<file path="src/rtl/fetch_unit.sv">
`default_nettype none
// ============================================================================
//  Module      : fetch_unit
//  Description : Instruction fetch stage. Issues PCs to a 1-cycle synchronous
//                IMem, buffers returned words in a 2-entry FIFO for decode.
//  Revision    : 1.0 - initial release
// ============================================================================
module fetch_unit #(
    parameter int unsigned         ADDR_W   = 12,
    parameter int unsigned         INSTR_W  = 16,
    parameter logic [ADDR_W-1:0]   RESET_PC = '0
) (
    input  logic               clock,
    input  logic               reset_n,
    output logic [ADDR_W-1:0]  imem_address,
    input  logic [INSTR_W-1:0] imem_q,
    input  logic               redirect_valid,
    input  logic [ADDR_W-1:0]  redirect_pc,
    input  logic               dec_ready,
    output logic               dec_valid,
    output logic [INSTR_W-1:0] dec_instr,
    output logic [ADDR_W-1:0]  dec_pc
);

    localparam logic [ADDR_W-1:0] c_pc_one = {{(ADDR_W-1){1'b0}}, 1'b1};

    logic [ADDR_W-1:0]  pc_q,     pc_d;
    logic               req_v_q,  req_v_d;
    logic [ADDR_W-1:0]  req_pc_q, req_pc_d;
    logic [1:0]         count_q,  count_d;
    logic [INSTR_W-1:0] instr0_q, instr0_d;
    logic [INSTR_W-1:0] instr1_q, instr1_d;
    logic [ADDR_W-1:0]  pc0_q,    pc0_d;
    logic [ADDR_W-1:0]  pc1_q,    pc1_d;

    logic               w_pop;
    logic               w_push;
    logic               w_issue;
    logic [2:0]         w_occ_after;

    always_comb begin
        imem_address = redirect_valid ? redirect_pc : pc_q;
        dec_valid    = (count_q != 2'd0) & ~redirect_valid;
        dec_instr    = instr0_q;
        dec_pc       = pc0_q;
    end

    // Occupancy counts buffered words plus the one in flight; keep it <= 2.
    always_comb begin
        w_pop       = dec_valid & dec_ready;
        w_push      = req_v_q & ~redirect_valid;
        w_occ_after = {1'b0, count_q} + {2'b00, req_v_q} - {2'b00, w_pop};
        w_issue     = (w_occ_after < 3'd2);
    end

    always_comb begin
        pc_d     = pc_q;
        req_v_d  = req_v_q;
        req_pc_d = req_pc_q;
        count_d  = count_q;
        instr0_d = instr0_q;
        instr1_d = instr1_q;
        pc0_d    = pc0_q;
        pc1_d    = pc1_q;

        if (redirect_valid) begin
            count_d  = 2'd0;
            req_v_d  = 1'b1;
            req_pc_d = redirect_pc;
            pc_d     = redirect_pc + c_pc_one;
        end else begin
            req_v_d = w_issue;
            if (w_issue) begin
                req_pc_d = imem_address;
                pc_d     = imem_address + c_pc_one;
            end

            // Entry 0 is always the head; entry 1 shifts down on a pop.
            case ({w_pop, w_push})
                2'b10: begin
                    instr0_d = instr1_q;
                    pc0_d    = pc1_q;
                    count_d  = count_q - 2'd1;
                end
                2'b01: begin
                    if (count_q == 2'd0) begin
                        instr0_d = imem_q;
                        pc0_d    = req_pc_q;
                    end else begin
                        instr1_d = imem_q;
                        pc1_d    = req_pc_q;
                    end
                    count_d = count_q + 2'd1;
                end
                2'b11: begin
                    if (count_q == 2'd1) begin
                        instr0_d = imem_q;
                        pc0_d    = req_pc_q;
                    end else begin
                        instr0_d = instr1_q;
                        pc0_d    = pc1_q;
                        instr1_d = imem_q;
                        pc1_d    = req_pc_q;
                    end
                end
                default: ;
            endcase
        end
    end

    always_ff @(posedge clock or negedge reset_n) begin
        if (!reset_n) begin
            pc_q     <= RESET_PC;
            req_v_q  <= 1'b0;
            req_pc_q <= '0;
            count_q  <= 2'd0;
            instr0_q <= '0;
            instr1_q <= '0;
            pc0_q    <= '0;
            pc1_q    <= '0;
        end else begin
            pc_q     <= pc_d;
            req_v_q  <= req_v_d;
            req_pc_q <= req_pc_d;
            count_q  <= count_d;
            instr0_q <= instr0_d;
            instr1_q <= instr1_d;
            pc0_q    <= pc0_d;
            pc1_q    <= pc1_d;
        end
    end

endmodule
`default_nettype wire

</file>
<file path="config.mk">
export PLATFORM = sky130hd
export DESIGN_NAME = fetch_unit
export DESIGN_NICKNAME = d
export VERILOG_FILES = /design/src/rtl/fetch_unit.sv
export SDC_FILE = /design/constraint.sdc
export NUM_CORES = 1
export LEC_CHECK = 0
export CAP_MARGIN = 10
export CORE_MARGIN = 5
export CORE_UTILIZATION = 30
export CTS_CLUSTER_DIAMETER = 30
export DETAILED_ROUTE_END_ITERATION = 10
export PLACE_DENSITY_LB_ADDON = 0.08
export SYNTH_ARGS = -nofsm -noshare
export SYNTH_HDL_FRONTEND = slang
export SYNTH_SLANG_ARGS = --single-unit
</file>
<file path="constraint.sdc">
create_clock -name clock -period 4.3 [get_ports clock]
set_clock_uncertainty 0.1 [all_clocks]
set_input_delay 1.29 -clock clock [delete_from_list [all_inputs] [get_ports clock]]
set_output_delay 1.29 -clock clock [all_outputs]
set_load 0.005 [all_outputs]
</file>
==> summary.md <==
| Metric | Value |
|---|---|
| Initial Util | 0.307 |
| Longest Clk Path Bufs | 2 |
| Fillers | between 1k and 1.5k |
| Post-Synthesis Cells | 351 |
| Endpoints failing setup | 0 |
| GPL Wtd Cong | 0.792 |
| Crit path max-delay family | buffers and inverters |
| Cell internal pwr | ~2.6 mW |
| Core area | ~13000 sq um |
| Die Wd | 124 microns |
| Syn_nets | ~390 |
| Congestion Overflow GR | 0 |
| Combinational fraction of design power | 0.435 |
| Seq/Total Area, Yosys | 0.533 |
| First-pass GRT wire length | 14700 microns |
| Area grow syn2layout | 32.8% |
| Final period util | 0.977 |
| Final nets | 470 |
| Yosys cell types | 45 |
| Synth Area per Inst | 11.1 sq um |
| Critical Path Sink Type | output pin |
| Worst VDD drop | around 0.23 mV |
| Worst path most repeated cell | clkdlybuf4s50_1 |
| Max-cap viol count | 0 |
| Sw Ratio | 0.340 |
| Worst EP required | approximately 2.9 ns |
| CP Data Arrival Time | between 2 and 3 ns |
| Vias in the first global route | between 2k and 3k |
| Row Count | a little over 40 |
| Hold_ws | 0.378 ns |
| Hpwl dp | 6140 microns |
| Top cell type's share of synthesized area | 0.533 |
| Setup WS post-layout | approximately 0.1 ns |
| Lkg Pwr | 2.15 nW |
| PostCTS Resize Cnt | 0 |
| Max incr delay on CP | 0.50 ns |
| Router iterations before antenna repair | 4 |
| Post-synth ARST share | 1.00 |
| Status | complete, no violations |
| Global Route Usage Sum | 0.124 |
| Initial DRC Count | 119 |
| Most used flip-flop cell after synthesis | dfrtp_1 |
| Pin count of the biggest net entering global routing | 57 |
| Share of layout cells above drive strength 1 | 0.173 |
| Most frequent cells in the layout | 83 x dfrtp_1, 71 x clkdlybuf4s50_1, 57 x nor2_1, 39 x a21oi_1, 36 x mux2_2 |
| Slowest CP cell | clkdlybuf4s50_1 |
| Critical-path cell list | clkdlybuf4s50_1, buf_12, mux2_2, clkdlybuf4s50_1 |
| FMAX | 238 MHz |
| Ports | 73 |
| CP Class | in -> out |
| Dpl ws | roughly 0.083 ns |
| Post-layout min period | 4.20 ns |
| Crit start category | primary input |
| Seq cells post-synth | 83 |
| Root buffer cell | clkbuf_16 |
| Max_slew headroom | 0.629 |
| Synth top area cells | dfrtp_1 53%, mux2_2 10%, mux2i_1 8.0%, nor2_1 5.5%, a21oi_1 5.1% |
| Yosys warns | 0 |
| Clock power frac | 0.198 |
| Worst hold-check path type | reg -> reg |
| Psw | 1.33 mW |
| CTS tree | built |
| Post-route cell area | 5170 sq um |
| Storage element area | 2080 sq um |
| Unrepaired setup endpoints after global routing | false |
| Clk_lat worst skew | between 0.3 and 0.4 ns |
| Die area | roughly 15000 sq um |
| CTS H-tree depth | 3 |
| Post-CTS Setup Bufs | 0 |
| Routed length per instance | 14.6 microns |
| Bufs and invs on worst path | 3 |
| Initial antenna violation count | 0 |
| Cell area power density | 753 nW/um^2 |
| Number of hold buffers added after CTS | 0 |
| Clock transition at path regs | 0.06 ns |
| CP Max Fanout | 24 |
| Residual DRC | 0 |
| Multi-input logic area | approximately 1700 sq um |
| Vias | around 2.8k |
| Total Neg Setup Slack | 0 ns |
| CTS buffer count | 9 |
| Port Buf Inserts | 72 |
| Die H | 124 microns |
| Clk sinks | 83 |
| Final Hold Fails | 0 |
| Commonest non-fill, non-tap cell in the layout | dfrtp_1 |
| Ant diodes | 0 |
| Synth Cell Area | between 3000 and 4000 sq um |
| Final WL | 8910 microns |
| Sequential fraction of design power | 0.367 |
| DRT antenna net count | 0 |
| Vias per inst | 4.60 |
| Worst-margin pin slew | 0.557 ns |
| Final Max Tran Viols | 0 |
| Cell taking the most area after synthesis | dfrtp_1 |
| Placement Cell Area | 4880 sq um |
| Number of flops mapped to enable cells by yosys | 0 |
==> metal layers <==
metal | track usage | vias to the layer above | part of all wire | routed length [microns]
met1 | 0.166 | 1358 | 0.47 | 4220
met3 | 0.0295 | 9 | 0.040 | 358
met2 | 0.195 | 50 | 0.47 | 4220
li1 | - | 1393 | - | -
met5 | 0 | - | 0 | 0
met4 | 0.0472 | 0 | 0.013 | 116
==> final timing paths <==
path | startpoint | to | slack, ns | depth (start not counted)
setup / recovery | redirect_valid | imem_address[0] | 0.1 | 4
hold / removal | pc_q[11] | pc_q[11] | 0.38 | 2
setup reg to reg | count_q[1] | pc_q[4] | 1.64 | 12
hold reg to reg | pc_q[11] | pc_q[11] | 0.38 | 2
max in group asynchronous | reset_n | instr1_q[14] | 2.54 | 2
min in group asynchronous | reset_n | count_q[0] | 0.84 | 1
==> sequential cells by signal (all words and copies together), names as in the netlist <==
register	count
dec_instr	16
instr1_q	16
dec_pc	12
pc1_q	12
pc_q	12
req_pc_q	12
count_q	2
req_v_q	1
==> per-stage QoR <==
step            util  power (mW)  std cells
2_1_floorplan      -        2.46        351
3_3_place_gp   0.385        3.16        595
3_5_place_dp   0.385        3.18        595
4_1_cts        0.408        3.98        611
5_1_grt        0.408        4.25        611
6_report       0.408        3.90        611
==> cell usage after synthesis, types with 2 or more instances <==
cell type	n
o21a_1	2
nand2_1	19
nand3_1	5
o21ai_0	3
nand4_1	2
buf_6	3
mux2_2	36
buf_2	7
nor2_1	57
xnor2_1	7
nor3_1	2
nand4b_1	2
o31ai_1	4
ha_1	3
nand2b_1	2
clkbuf_1	6
a21oi_1	40
a31oi_1	4
and4_1	2
mux2i_1	31
inv_1	8
dfrtp_1	83
==> logic make-up (layout without fill, tap and decap cells) <==
logic type | after synthesis | count (layout) | synth area share
adders and majority gates | 4 | 4 | 0.0148
xor gates and xnor gates | 8 | 8 | 0.0180
and+or+nand+nor | 97 | 97 | 0.111
muxes | 68 | 68 | 0.187
buffers and inverters | 28 | 116 | 0.0389
DFF | 83 | 83 | 0.533
AOI/OAI and AO/OA | 63 | 63 | 0.0967
==> tightest hold or removal path: stages, from the launching register on <==
cell     delay [ns]
dfrtp_1        0.34
nand2_1        0.05
o31ai_1        0.05
==> power by group through the flow <==
stage | combinational, mW | sequential (mW) | clock (mW)
final | 1.70 | 1.43 | 0.771
after global routing | 1.92 | 1.49 | 0.838
after CTS | 1.74 | 1.44 | 0.800
after detailed placement | 1.73 | 1.45 | 0
after global placement | 1.72 | 1.44 | 0
after floorplan | 1.06 | 1.39 | 0
==> final cells by class <==
| cell class | count | share of cell area |
|---|---|---|
| repair buffers | 91 | 0.169 |
| inverters | 9 | 0.00653 |
| flip-flops and latches | 83 | 0.402 |
| clock buffers | 12 | 0.0477 |
| clock inverters | 4 | 0.00968 |
| multi-input cells | 240 | 0.324 |
| well taps | 172 | 0.0416 |
No activity file was read; power rests on OpenSTA's default activity.
